==> config.mk <==
export PLATFORM = sky130hd
export DESIGN_NAME = fp32_accumulator
export DESIGN_NICKNAME = d
export VERILOG_FILES = /design/src/rtl/fp32_pkg.sv /design/src/rtl/fp32_add_core.sv /design/src/rtl/fp32_accumulator.sv
export SDC_FILE = /design/constraint.sdc
export NUM_CORES = 1
export LEC_CHECK = 0
export BUFFER_PORTS_ARGS = -buffer_cell sky130_fd_sc_hd__buf_2
export CAP_MARGIN = 20
export CORE_UTILIZATION = 45
export DETAILED_ROUTE_END_ITERATION = 6
export PLACE_DENSITY = 0.57
export SKIP_CTS_REPAIR_TIMING = 1
export SYNTH_ARGS = -nofsm -noshare
export SYNTH_HDL_FRONTEND = slang
export SYNTH_SLANG_ARGS = --single-unit
==> constraint.sdc <==
create_clock -name clk -period 18.4 [get_ports clk]
set_clock_uncertainty 0.15 [all_clocks]
set_input_delay 1.84 -clock clk [delete_from_list [all_inputs] [get_ports clk]]
set_output_delay 1.84 -clock clk [all_outputs]
set_load 0.03 [all_outputs]
==> src/rtl/fp32_pkg.sv <==
// Shared constants, field layout and FSM state type for the FP32 accumulator.
// Optional flags output is enabled by defining FP32_ACC_FLAGS_EN.
package fp32_pkg;

    localparam logic [31:0] FP32_QNAN = 32'h7FC0_0000;
    localparam logic [31:0] FP32_PINF = 32'h7F80_0000;
    localparam logic [31:0] FP32_ZERO = 32'h0000_0000;
    localparam int unsigned EXP_BIAS  = 127;
    localparam int unsigned EXP_MAX   = 2 * EXP_BIAS + 1;

    localparam int unsigned SIGN_W = 1;
    localparam int unsigned EXP_W  = 8;
    localparam int unsigned FRAC_W = 23;

    typedef struct packed {
        logic [SIGN_W-1:0] sign;
        logic [EXP_W-1:0]  exp;
        logic [FRAC_W-1:0] frac;
    } fp32_t;

    typedef enum logic [1:0] {
        IDLE    = 2'd0,
        WAIT_IN = 2'd1,
        ADDING  = 2'd2,
        FINISH  = 2'd3
    } state_t;

    // Leading-zero count of a 27-bit working significand (MSB at bit 26).
    function automatic logic [4:0] lzc27(input logic [26:0] x);
        lzc27 = 5'd0;
        for (int i = 0; i <= 26; i++) begin
            if (x[i]) lzc27 = 5'(26 - i);
        end
    endfunction

endpackage

==> src/rtl/fp32_add_core.sv <==
// Fixed-latency IEEE-754 single adder: RNE, denormals-as-zero, flush-to-zero.
// Operands are registered on in_valid; result appears ADD_LAT cycles later.
module fp32_add_core
    import fp32_pkg::*;
#(
    parameter int unsigned ADD_LAT = 3
) (
    input  logic        clk,
    input  logic        reset_n,
    input  logic        in_valid,
    input  logic [31:0] a,
    input  logic [31:0] b,
    output logic        out_valid,
    output logic [31:0] sum,
    output logic [2:0]  flags
);

    localparam int unsigned DEPTH = ADD_LAT - 1;

    fp32_t       r_a, r_b;
    logic        r_v;
    logic [31:0] r_ps [DEPTH];
    logic [2:0]  r_pf [DEPTH];
    logic        r_pv [DEPTH];

    logic [31:0]       w_sum;
    logic [2:0]        w_flags;
    logic              w_a_nan, w_b_nan, w_a_inf, w_b_inf, w_a_zero, w_b_zero;
    logic              w_swap, w_s_big, w_exact_zero, w_rnd;
    logic [EXP_W-1:0]  w_e_big, w_e_sml, w_d;
    logic [26:0]       w_big_x, w_sml_x, w_aligned, w_lost, w_mant;
    logic [27:0]       w_sum28;
    logic [4:0]        w_lz;
    logic [24:0]       w_m25;
    logic [FRAC_W-1:0] w_frac;
    logic signed [9:0] w_exp;

    assign w_a_nan  = (r_a.exp == 8'hFF) && (r_a.frac != '0);
    assign w_b_nan  = (r_b.exp == 8'hFF) && (r_b.frac != '0);
    assign w_a_inf  = (r_a.exp == 8'hFF) && (r_a.frac == '0);
    assign w_b_inf  = (r_b.exp == 8'hFF) && (r_b.frac == '0);
    assign w_a_zero = (r_a.exp == 8'h00);
    assign w_b_zero = (r_b.exp == 8'h00);

    // Combinational add on the registered operands; flags = {nan, overflow, underflow}.
    always_comb begin
        w_sum        = FP32_ZERO;
        w_flags      = 3'b000;
        w_swap       = 1'b0;
        w_s_big      = 1'b0;
        w_exact_zero = 1'b0;
        w_rnd        = 1'b0;
        w_e_big      = '0;
        w_e_sml      = '0;
        w_d          = '0;
        w_big_x      = '0;
        w_sml_x      = '0;
        w_aligned    = '0;
        w_lost       = '0;
        w_mant       = '0;
        w_sum28      = '0;
        w_lz         = '0;
        w_m25        = '0;
        w_frac       = '0;
        w_exp        = '0;
        if (w_a_nan || w_b_nan) begin
            w_sum      = FP32_QNAN;
            w_flags[2] = 1'b1;
        end else if (w_a_inf && w_b_inf) begin
            if (r_a.sign != r_b.sign) begin
                w_sum      = FP32_QNAN;
                w_flags[2] = 1'b1;
            end else begin
                w_sum = r_a;
            end
        end else if (w_a_inf) begin
            w_sum = r_a;
        end else if (w_b_inf) begin
            w_sum = r_b;
        end else if (w_a_zero && w_b_zero) begin
            w_sum = {r_a.sign & r_b.sign, 31'd0};
        end else if (w_a_zero) begin
            w_sum = r_b;
        end else if (w_b_zero) begin
            w_sum = r_a;
        end else begin
            w_swap  = {r_b.exp, r_b.frac} > {r_a.exp, r_a.frac};
            w_s_big = w_swap ? r_b.sign[0] : r_a.sign[0];
            w_e_big = w_swap ? r_b.exp : r_a.exp;
            w_e_sml = w_swap ? r_a.exp : r_b.exp;
            w_big_x = w_swap ? {1'b1, r_b.frac, 3'b000} : {1'b1, r_a.frac, 3'b000};
            w_sml_x = w_swap ? {1'b1, r_a.frac, 3'b000} : {1'b1, r_b.frac, 3'b000};
            w_d     = w_e_big - w_e_sml;
            w_exp   = $signed({2'b00, w_e_big});
            if (w_d > 8'd26) begin
                w_aligned = 27'd1;
            end else begin
                w_aligned    = w_sml_x >> w_d;
                w_lost       = w_sml_x & ((27'd1 << w_d) - 27'd1);
                w_aligned[0] = w_aligned[0] | (|w_lost);
            end
            if (r_a.sign == r_b.sign) begin
                w_sum28 = {1'b0, w_big_x} + {1'b0, w_aligned};
                if (w_sum28[27]) begin
                    w_mant = {w_sum28[27:2], w_sum28[1] | w_sum28[0]};
                    w_exp  = w_exp + 10'sd1;
                end else begin
                    w_mant = w_sum28[26:0];
                end
            end else begin
                w_mant = w_big_x - w_aligned;
                if (w_mant == '0) begin
                    w_exact_zero = 1'b1;
                end else begin
                    w_lz   = lzc27(w_mant);
                    w_mant = w_mant << w_lz;
                    w_exp  = w_exp - $signed({5'd0, w_lz});
                end
            end
            w_rnd = w_mant[2] & (w_mant[1] | w_mant[0] | w_mant[3]);
            w_m25 = {1'b0, w_mant[26:3]} + 25'(w_rnd);
            if (w_m25[24]) begin
                w_frac = w_m25[23:1];
                w_exp  = w_exp + 10'sd1;
            end else begin
                w_frac = w_m25[22:0];
            end
            if (w_exact_zero) begin
                w_sum = FP32_ZERO;
            end else if (w_exp <= 10'sd0) begin
                w_sum      = FP32_ZERO;
                w_flags[0] = 1'b1;
            end else if (w_exp >= $signed(10'(EXP_MAX))) begin
                w_sum      = {w_s_big, FP32_PINF[30:0]};
                w_flags[1] = 1'b1;
            end else begin
                w_sum = {w_s_big, w_exp[7:0], w_frac};
            end
        end
    end

    // Operand capture followed by ADD_LAT-1 result delay stages.
    always_ff @(posedge clk or negedge reset_n) begin
        if (!reset_n) begin
            r_v <= 1'b0;
            r_a <= '0;
            r_b <= '0;
            for (int unsigned i = 0; i < DEPTH; i++) begin
                r_ps[i] <= '0;
                r_pf[i] <= '0;
                r_pv[i] <= 1'b0;
            end
        end else begin
            r_v <= in_valid;
            if (in_valid) begin
                r_a <= fp32_t'(a);
                r_b <= fp32_t'(b);
            end
            r_pv[0] <= r_v;
            r_ps[0] <= w_sum;
            r_pf[0] <= w_flags;
            for (int unsigned i = 1; i < DEPTH; i++) begin
                r_pv[i] <= r_pv[i-1];
                r_ps[i] <= r_ps[i-1];
                r_pf[i] <= r_pf[i-1];
            end
        end
    end

    assign out_valid = r_pv[DEPTH-1];
    assign sum       = r_ps[DEPTH-1];
    assign flags     = r_pf[DEPTH-1];

endmodule

==> src/rtl/fp32_accumulator.sv <==
// Running FP32 sum over a programmed number of samples, one add in flight at a time.
// Define FP32_ACC_FLAGS_EN to add the sticky {nan, overflow, underflow} flags output.
module fp32_accumulator
    import fp32_pkg::*;
#(
    parameter int unsigned CNT_W   = 16,
    parameter int unsigned ADD_LAT = 3
) (
    input  logic             clk,
    input  logic             reset_n,
    input  logic             start,
    input  logic [CNT_W-1:0] count,
    input  logic             in_valid,
    input  logic [31:0]      in_data,
    output logic             in_ready,
    output logic             busy,
    output logic             done,
    output logic [31:0]      result
`ifdef FP32_ACC_FLAGS_EN
    ,
    output logic [2:0]       flags
`endif
);

    localparam int unsigned LAT_W = (ADD_LAT > 2) ? $clog2(ADD_LAT) : 1;

    state_t           r_state, w_next_state;
    logic [CNT_W-1:0] r_remaining;
    logic [31:0]      r_sum;
    logic [LAT_W-1:0] r_lat_cnt;
    logic             r_in_ready, r_busy, r_done;
    logic [31:0]      r_result;

    logic             w_hs, w_accept;
    logic             w_core_valid;
    logic [31:0]      w_core_sum;
    logic [2:0]       w_core_flags;

    fp32_add_core #(.ADD_LAT(ADD_LAT)) u_add (
        .clk       (clk),
        .reset_n   (reset_n),
        .in_valid  (w_hs),
        .a         (r_sum),
        .b         (in_data),
        .out_valid (w_core_valid),
        .sum       (w_core_sum),
        .flags     (w_core_flags)
    );

    always_ff @(posedge clk or negedge reset_n) begin
        if (!reset_n) r_state <= IDLE;
        else          r_state <= w_next_state;
    end

    // Only the result launched by this run's handshake is accepted; aborted adds arrive off-count.
    always_comb begin
        w_next_state = r_state;
        w_hs         = 1'b0;
        w_accept     = (r_state == ADDING) && w_core_valid && !start &&
                       (r_lat_cnt == LAT_W'(ADD_LAT - 1));
        if (start) begin
            w_next_state = (count == '0) ? FINISH : WAIT_IN;
        end else begin
            case (r_state)
                IDLE:    w_next_state = IDLE;
                WAIT_IN: begin
                    if (in_valid && r_in_ready) begin
                        w_hs         = 1'b1;
                        w_next_state = ADDING;
                    end
                end
                ADDING: begin
                    if (w_accept)
                        w_next_state = (r_remaining == CNT_W'(1)) ? FINISH : WAIT_IN;
                end
                FINISH:  w_next_state = IDLE;
                default: w_next_state = IDLE;
            endcase
        end
    end

    always_ff @(posedge clk or negedge reset_n) begin
        if (!reset_n) begin
            r_remaining <= '0;
            r_sum       <= FP32_ZERO;
            r_lat_cnt   <= '0;
            r_in_ready  <= 1'b0;
            r_busy      <= 1'b0;
            r_done      <= 1'b0;
            r_result    <= FP32_ZERO;
        end else begin
            r_in_ready <= (w_next_state == WAIT_IN);
            r_busy     <= (w_next_state != IDLE);
            r_done     <= (r_state == FINISH) && !start;
            if (start) begin
                r_remaining <= count;
                r_sum       <= FP32_ZERO;
            end else if (w_accept) begin
                r_remaining <= r_remaining - CNT_W'(1);
                r_sum       <= w_core_sum;
            end
            if (w_hs)
                r_lat_cnt <= '0;
            else if (r_state == ADDING)
                r_lat_cnt <= r_lat_cnt + LAT_W'(1);
            if ((r_state == FINISH) && !start)
                r_result <= r_sum;
        end
    end

    assign in_ready = r_in_ready;
    assign busy     = r_busy;
    assign done     = r_done;
    assign result   = r_result;

`ifdef FP32_ACC_FLAGS_EN
    logic [2:0] r_run_flags, r_flags;

    // Sticky per run, published together with the result.
    always_ff @(posedge clk or negedge reset_n) begin
        if (!reset_n) begin
            r_run_flags <= '0;
            r_flags     <= '0;
        end else begin
            if (start)
                r_run_flags <= '0;
            else if (w_accept)
                r_run_flags <= r_run_flags | w_core_flags;
            if ((r_state == FINISH) && !start)
                r_flags <= r_run_flags;
        end
    end

    assign flags = r_flags;
`else
    logic w_unused_flags;
    assign w_unused_flags = ^w_core_flags;
`endif

endmodule

# --- Word-level counts from Yosys, hierarchy flattened ---
# Index checks and enable logic that the tools add are counted.
# W data, S select, Z words.
word_totals:
  regBits: 218
op_classes:
  shifts: 3
  order_cmp: 4
  bitwise_logic: 7
  eq_ne: 10
  muxes: 113
  n_reduce_logical: 27
  n_addsub: 10
op_table:
  columns: ["operator", "n"]
  rows:
  - ["$mux W27", 18]
  - ["$mux W32", 12]
  - ["$mux W10", 18]
  - ["$mux W5", 36]
  - ["$mux W26", 2]
  - ["$logic_not A23 Y1", 2]
  - ["$reduce_bool A23 Y1", 2]
  - ["$mux W16", 2]
  - ["$gt A31 B31 Y1", 1]
  - ["$mux W31", 1]
  - ["$add A27 B27 Y28", 1]
  - ["$and A27 B27 Y27", 1]
  - ["$logic_not A27 Y1", 1]
  - ["$reduce_or A27 Y1", 1]
  - ["$shl A1 B8 Y27 const A", 1]
  - ["$shl A27 B5 Y27", 1]
  - ["$shr A27 B8 Y27", 1]
  - ["$sub A27 B1 Y27 const B", 1]
  - ["$sub A27 B27 Y27", 1]
  - ["$add A24 B1 Y25", 1]
  - ["$mux W23", 1]
  - ["$eq A16 B1 Y1 const B", 1]
  - ["$eq A8 B8 Y1 const B", 2]
  - ["$logic_not A16 Y1", 1]
  - ["26 further kinds", 65]

# --- Longest topological paths before layout ---
# Gate-level depths: netlist (run 1).
logic_depth:
  ltp_word: 86
  mapped_depth: 68
  mapped_depth_nobuf: 57

# --- Cells and area by module ---
# From an unflattened synthesis (run 1), not the netlist that was laid out.
hier_totals:
  hier_cells: 2753
  hier_area_um2: 21455.6
modules_own_cells:
  columns: ["module", "area_per_inst_um2", "instances", "seq_area_each_um2", "cells_each"]
  rows:
  - ["fp32_add_core", 17739.5, 1, 3428.3, 2409]
  - ["fp32_accumulator", 3716.1, 1, 2177.1, 344]

# --- Worst setup path after synthesis (run 1) ---
# OpenSTA, ideal clock, no wires.
synth_timing:
  kind: "register to register"
  from: "reg u_add.r_a[26] (netlist bit)"
  to: "reg u_add.r_ps[43] (netlist bit)"
  required_time_ps: 18185
  setup_time_ps: 65
  t_arrival_ps: 12825
  stages_incl_launch_ff: 58
  path_buffers: 13
  slack_ps: 5360
  synth_period_minus_slack_ps: 13040
  path_cell_list: "dfrtp_1 -> inv_1 -> ha_1 -> buf_2 -> nand4_1 -> nor4_2 -> nand2_1 -> o21a_1 -> buf_2 -> nor2_2 -> buf_6 -> buf_6 -> clkbuf_1 -> clkbuf_1 -> a21oi_1 -> ha_1 -> buf_1 -> clkbuf_1 -> [... 22 more ...] -> ha_1 -> nor2b_1 -> o21ai_0 -> nand2b_1 -> a21o_1 -> nand2_1 -> nand2_1 -> o32ai_1 -> xnor2_2 -> and4_1 -> nand2_1 -> nor4_1 -> a31oi_1 -> or3_1 -> or3_4 -> buf_6 -> o41ai_2 -> o211a_1"
synth_via:
  elab_chain_len: 86
  elab_cells_between_ends: 126
synth_rtl:
  columns: ["element", "line", "source"]
  rows:
  - ["start: declaration", "fp32_add_core.sv:20", "fp32_t r_a, r_b;"]
  - ["start signal: assignment", "fp32_add_core.sv:156", "r_a <= fp32_t'(a);"]
  - ["$gt A31 B31 Y1", "fp32_add_core.sv:87", "w_swap = {r_b.exp, r_b.frac} > {r_a.exp, r_a.frac};"]
  - ["$mux W8 (on tied branches)", "fp32_add_core.sv:89, fp32_add_core.sv:90", null]
  - ["$sub A8 B8 Y8", "fp32_add_core.sv:93", "w_d = w_e_big - w_e_sml;"]
  - ["$shl A1 B8 Y27", "fp32_add_core.sv:99", "w_lost = w_sml_x & ((27'd1 << w_d) - 27'd1);"]
  - ["$sub A27 B1 Y27", "fp32_add_core.sv:99", null]
  - ["$and A27 B27 Y27", "fp32_add_core.sv:99", null]
  - ["$reduce_or A27 Y1", "fp32_add_core.sv:100", "w_aligned[0] = w_aligned[0] | (|w_lost);"]
  - ["$or A1 B1 Y1", "fp32_add_core.sv:100", null]
  - ["[... 71 more ...]", null, null]
  - ["$mux W32", "fp32_add_core.sv:84", "end else if (w_b_zero) begin"]
  - ["$mux W32", "fp32_add_core.sv:82", "end else if (w_a_zero) begin"]
  - ["$mux W32", "fp32_add_core.sv:80", "end else if (w_a_zero && w_b_zero) begin"]
  - ["$mux W32", "fp32_add_core.sv:78", "end else if (w_b_inf) begin"]
  - ["$mux W32", "fp32_add_core.sv:76", "end else if (w_a_inf) begin"]
  - ["$mux W32", "fp32_add_core.sv:69", "end else if (w_a_inf && w_b_inf) begin"]
  - ["$mux W32 (*)", "fp32_add_core.sv:66", "if (w_a_nan || w_b_nan) begin"]
  - ["named net u_add.w_sum[11]", "fp32_add_core.sv:26", "logic [31:0] w_sum;"]
  - ["end signal: indexed assignment", "fp32_add_core.sv:164", "r_ps[i] <= r_ps[i-1];"]
  - ["end: declaration", "fp32_add_core.sv:22", "logic [31:0] r_ps [DEPTH];"]
# Mark *: on every way through the listed nets, which the timed path passes. The rest lies on a longest branch. The select of a mux whose other input is x is not followed.
# A chain may end at the register's enable or synchronous reset.

# --- Worst setup path after layout (run 1) ---
layout_timing:
  from: "reg u_add.r_a[5] (netlist bit)"
  to: "reg u_add.r_ps[39] (netlist bit)"
# The elaborated chain is that of the path after synthesis.

==> metrics.txt, run 1 <==
I/O pin count 87; crit path kind reg -> reg; Arrival @ worst endpoint 15.70 ns; WP buf/inv 3; initial antenna violation count 1; fin crit share 83.7%; Avg Inst Size Synth 7.74 um^2; area leader, netlist dfrtp_1; synthesized flop and latch total 218; IO buf count 86; Ys Warns 0; Die Y 217 um; run status finished clean; total die area 0.0472 mm^2; CP Capture Type flop; CP Max Fanout 37; largest net degree at the start of global routing 139; post-DP HPWL 69.3 mm; Worst path most repeated cell a21oi_1; Clock Sinks 218; Setup Viol. Count Final 0; MaxCap Viol Count 0; Clock Latency Late Sink 0.53 ns; GR Util All Layers 36.6%; overflow left after global routing 0; Final Net Count 2831; RSZ-0062 raised after global routing no; DRT antenna net count 0; CTS tree yes; commonest non-fill, non-tap cell in the layout nand2_1; placed cell area 0.0216 mm^2; endpoints failing hold 0; area share of the largest cell type after synthesis 26.2%; GP Congestion 1.06; fin crit period 15.40 ns; Root Driver clkbuf_16; post-synthesis sequential area ratio 26.2%; DR vias 21.9k; Routed WL per cell 26.8 um; layout overhead on the synthesized area 6.97%; Top delay family on crit path simple AND/OR/NAND/NOR gates; DRC 0; Crit-path slowest cell nand2_1; # H-tree levels 1; Mapped Cells 2692; first-pass GRT wire length 131 mm; post-synthesis cell area 0.0208 mm^2; Clk pin slew, worst setup/hold paths 0.06 ns; Num CTS Buffers 21; relative slew slack 26.2%; clock tree buffer depth 3; vias in the first global route 20.8k; Synth area leaders dfrtp_1 26%, nand2_1 7.6%, ha_1 5.6%; DRT iter0 DRCs 2629; Fin Setup TNS 0 ns; commonest cells after routing, fill and taps aside 424 x nand2_1, 218 x dfrtp_1, 199 x nor2_1; Required @ worst endpoint 18.70 ns; Initial Utilization 45.8%; Final Max Tran Viols 0; vias per inst 6.66; Post-synth EDFFs 0; fmax 64.9 MHz; drt total wl 88.2 mm; floorplan row count 78; First-pass DRT Iterations 6; critical path's largest stage delay 0.73 ns; asr flop ratio synth 100%; Worst Tran Pin Value 1.10 ns; Startpoint Class flop; synth unique cells 126; fraction of layout cells with a size suffix above 1 10.9%; Syn Nets 2840; prevailing post-synth register cell dfrtp_1; post-layout instance area 0.0223 mm^2; Hold Crit Class reg -> reg; Die X 217 um; hold_ws 0.188 ns; core box area 0.0455 mm^2
## area by class of cell
cell class	count	area, um^2
Timing Repair Buffer	121	723
Sequential cell	218	5460
Multi-Input combinational cell	2207	14300
Clock buffer	27	548
Antenna cell	1	2.50
Tap cell	600	751
Clock inverter	9	101
Fill cell	4576	23200
Inverter	114	430
## worst register-to-register path: cells and delay by family, from the launching register on
kind	cells	cell delay [ns]
buffers and inverters	3	0.84
XOR/XNOR	1	0.08
multiplexers	1	0.59
adder cells (fa/ha/maj)	5	1.83
AO/OA/AOI/OAI	18	4.85
AND/OR/NAND/NOR	24	6.48
flip-flops	1	0.49
## registers in the layout, indices dropped and copies added, names as in the netlist
register and flops:
u_add.r_a 32, in_ready 1, r_sum 32, u_add.r_ps 32, u_add.r_v 1, done 1
u_add.r_pv 1, u_add.sum 32, r_remaining 16, r_lat_cnt 2, u_add.out_valid 1, result 32
r_state 2, u_add.r_b 32, busy 1
## worst paths after layout
path	from	endpoint	slack, ns	cells after the start
max in group asynchronous	reset_n	u_add.r_ps[50]	15.48	3
min in group asynchronous	reset_n	result[10]	1.29	1
setup reg to reg	u_add.r_a[5]	u_add.r_ps[39]	3.00	52
hold / removal	u_add.r_ps[53]	u_add.sum[21]	0.19	0
setup / recovery	u_add.r_a[5]	u_add.r_ps[39]	3.00	52
hold reg to reg	u_add.r_ps[53]	u_add.sum[21]	0.19	0
## Yosys cell counts (10+ instances only)
library cell / count
mux2_2: 43
nor4_1: 38
or3_1: 21
buf_2: 21
o21bai_1: 10
xnor2_1: 59
dfrtp_1: 218
a22oi_1: 25
o211ai_1: 44
nand3_1: 73
nand4_1: 33
a211oi_1: 38
nor2b_1: 28
o31a_1: 11
nand2b_1: 23
nor3_1: 64
o31ai_1: 19
a31oi_1: 41
o21a_1: 19
xor2_1: 23
o32ai_1: 13
o211a_1: 14
or2_2: 19
inv_1: 109
a211o_1: 16
and2_1: 25
mux2i_1: 67
o21ai_1: 20
ha_1: 94
a21oi_1: 190
and3_1: 28
nor2_1: 201
o22ai_1: 17
nand2_1: 424
a221oi_1: 11
a21o_1: 44
buf_1: 12
clkbuf_1: 104
o21ai_0: 182
## metal layers
layer / wire length, um / up-vias / track usage (%)
met5: 0 / - / 0
met4: 5610 / 0 / 20.8
met3: 5970 / 242 / 3.16
met2: 41000 / 1152 / 60.7
met1: 35600 / 10700 / 46.6
li1: - / 9875 / -
## cell families after synthesis
| kind of cell | Yosys count | share of synthesized area [%] |
|---|---|---|
| AO/OA/AOI/OAI | 853 | 28.0 |
| XOR/XNOR | 83 | 3.53 |
| adder cells (fa/ha/maj) | 97 | 5.89 |
| buffers and inverters | 267 | 5.38 |
| flip-flops | 218 | 26.2 |
| multiplexers | 121 | 6.59 |
| AND/OR/NAND/NOR | 1053 | 24.5 |
## per-stage QoR
step,setup WS [ns],util [%],std cells
2_1_floorplan,5.36,-,2692
3_3_place_gp,3.64,47.5,3257
3_5_place_dp,3.48,47.5,3257
4_1_cts,3.43,48.9,3293
5_1_grt,2.05,49.0,3296
6_report,3.00,49.0,3297
Power of run 1 is not shown: default switching activity piles up to over one toggle a cycle in this logic, so the estimate is an artifact.
==> run 2: changes to the inputs <==
Clock period 18.4 ns to 16.1 ns, I/O delays scaled along.
==> run 2 against run 1 <==
  * The flow now finishes with violations (design-rule violations)
  * Flip-flop and latch count unchanged
  * Clock-buffer cell count increased by 3
  * Critical endpoint is now u_add.r_ps[43]
  * Worst hold slack improved by 0.0052 ns
  * Routed wire length increased by 0.71%
  * Critical path type unchanged
  * Via count increased by 1.0%
  * Die area unchanged
  * Maximum frequency increased by 1.6%
  * Worst setup slack got worse by 2.1 ns
  * Sequential share of layout area decreased by 0.19 points
  * Critical path depth decreased by 3
  * Final area increased by 0.77%
  * Cell count increased by 0.36%
==> metrics.txt, run 2 (synthesis gave the netlist of run 1 again) <==
initial antenna violation count 0 (-1); GR peak layer met2; MaxCap Viol Count 0 (unchanged); failing checks design-rule violations; largest net degree at the start of global routing 90 (-35%); Initial Utilization 45.8% (unchanged); First-pass DRT Iterations 7 (+1); I/O pin count 87 (unchanged); endpoints failing hold 0 (unchanged); post-DP HPWL 69.1 mm (-0.33%); Clk pin slew, worst setup/hold paths 0.07 ns (about the same); critical path's largest stage delay 0.88 ns (+0.15 ns); GP Congestion 1.08 (+1.9%); fillers 4550 (-0.57%); Final Max Tran Viols 0 (unchanged); Die X 217 um (unchanged); crit path kind reg -> reg; clock tree buffer depth 3 (unchanged); relative slew slack 26.7% (+0.55 points); area of the multi-input gates 0.0143 mm^2 (unchanged); fraction of layout cells with a size suffix above 1 11.4% (+0.50 points); first-pass GRT wire length 132 mm (+0.70%); fin crit share 94.2% (+10 points); DRT iter0 DRCs 2975 (+13%); # H-tree levels 1 (unchanged); Num CTS Buffers 22 (+4.8%); Clock Latency Late Sink 0.52 ns (about the same); Die Y 217 um (unchanged); antenna cells 0 (-1); core box area 0.0455 mm^2 (unchanged); Fin Setup TNS 0 ns (unchanged); Setup Viol. Count Final 0 (unchanged); Hold Crit Class reg -> reg; Worst Tran Pin Value 1.10 ns (-0.00455 ns); DR vias 22.2k (+1.0%); overflow left after global routing 0 (unchanged); layout overhead on the synthesized area 7.79%; DRT antenna net count 0 (unchanged); Required @ worst endpoint 16.40 ns (-2.30 ns); Final Net Count 2842 (+0.39%); drt total wl 88.9 mm (+0.71%); Clock Sinks 218 (unchanged); IO buf count 86 (unchanged); floorplan row count 78 (unchanged); Register Area 0.00546 mm^2 (unchanged); CTS tree yes; DRC 2 (+2); RSZ-0062 raised after global routing no; Arrival @ worst endpoint 15.46 ns (-0.24 ns); GR Util All Layers 36.8% (+0.29 points); CP Max Fanout 15 (-59%); Startpoint Class flop; met3 Use GR 3.87% (+0.71 points); commonest cells after routing, fill and taps aside 424 x nand2_1, 218 x dfrtp_1, 199 x nor2_1; vias per inst 6.70 (+0.64%); commonest non-fill, non-tap cell in the layout nand2_1; GR Util met2 59.9% (-0.80 points); fmax 66.0 MHz (+1.6%); Routed WL per cell 26.9 um (+0.34%); CP Capture Type flop; Crit-path slowest cell xor2_1; Top delay family on crit path compound AO/OA/AOI/OAI gates; met1 global-route usage 47.5% (+0.90 points); run status finished with violations; Root Driver clkbuf_16; vias in the first global route 20.7k (-0.52%); WP buf/inv 3 (unchanged); total die area 0.0472 mm^2 (unchanged); fin crit period 15.16 ns (-0.246 ns)
-- run 2: changes by cell type in the layout (fill, tap and decap cells not counted), moves of 2 or more --
cell	before	now
clkbuf_8	0	3
clkbuf_1	6	4
clkbuf_16	21	23
buf_4	34	44
clkinv_2	5	1
clkinv_4	0	2
-- run 2: area by class of cell --
type | count | share of cell area [%]
multi-input cells | 2207 | 63.6
flip-flops and latches | 218 | 24.3
well taps | 600 | 3.34
clock inverters | 9 | 0.619
clock buffers | 30 | 2.81
inverters | 114 | 1.92
repair buffers | 131 | 3.45
-- run 2: worst reg2reg max path: cells and delay by family, from the launching register on --
kind	cells	cell delay (ns)
xor gates and xnor gates	2	0.97
buffers and inverters	3	0.67
adders and majority gates	5	1.95
and+or+nand+nor	20	4.55
AOI/OAI and AO/OA	18	5.77
muxes	1	0.50
DFF	1	0.52
-- run 2: layer usage --
metal  vias up  share of wire, %
li1       9916                 -
met1     10700                41
met2      1265                45
met3       292               7.3
met4         0               6.7
met5         -                 0
-- run 2: path summary, 6_finish.rpt --
| check | endpoint | slack (ns) | depth (start not counted) | start |
|---|---|---|---|---|
| setup / recovery | u_add.r_ps[43] | 0.94 | 49 | u_add.r_a[25] |
| max in group asynchronous | u_add.r_a[22] | 12.69 | 3 | reset_n |
| hold reg to reg | u_add.r_pv[1] | 0.19 | 0 | u_add.r_v |
| min in group asynchronous | result[11] | 0.95 | 1 | reset_n |
| setup reg to reg | u_add.r_ps[43] | 0.94 | 49 | u_add.r_a[25] |
| hold / removal | u_add.r_pv[1] | 0.19 | 0 | u_add.r_v |
-- run 2: metrics by stage --
stage	area (um^2)	hold WS (ns)	utilization (%)	cells	setup slack, ns
final	22500	0.193	49.4	3309	0.942
after global routing	22500	0.200	49.4	3309	0.120
after CTS	22400	0.197	49.3	3307	1.26
after detailed placement	21700	0.185	47.7	3268	1.33
after global placement	21700	0.185	47.7	3268	1.50
after floorplan	20800	0.181	-	2692	3.06
Power of run 2 is left out for the same reason.
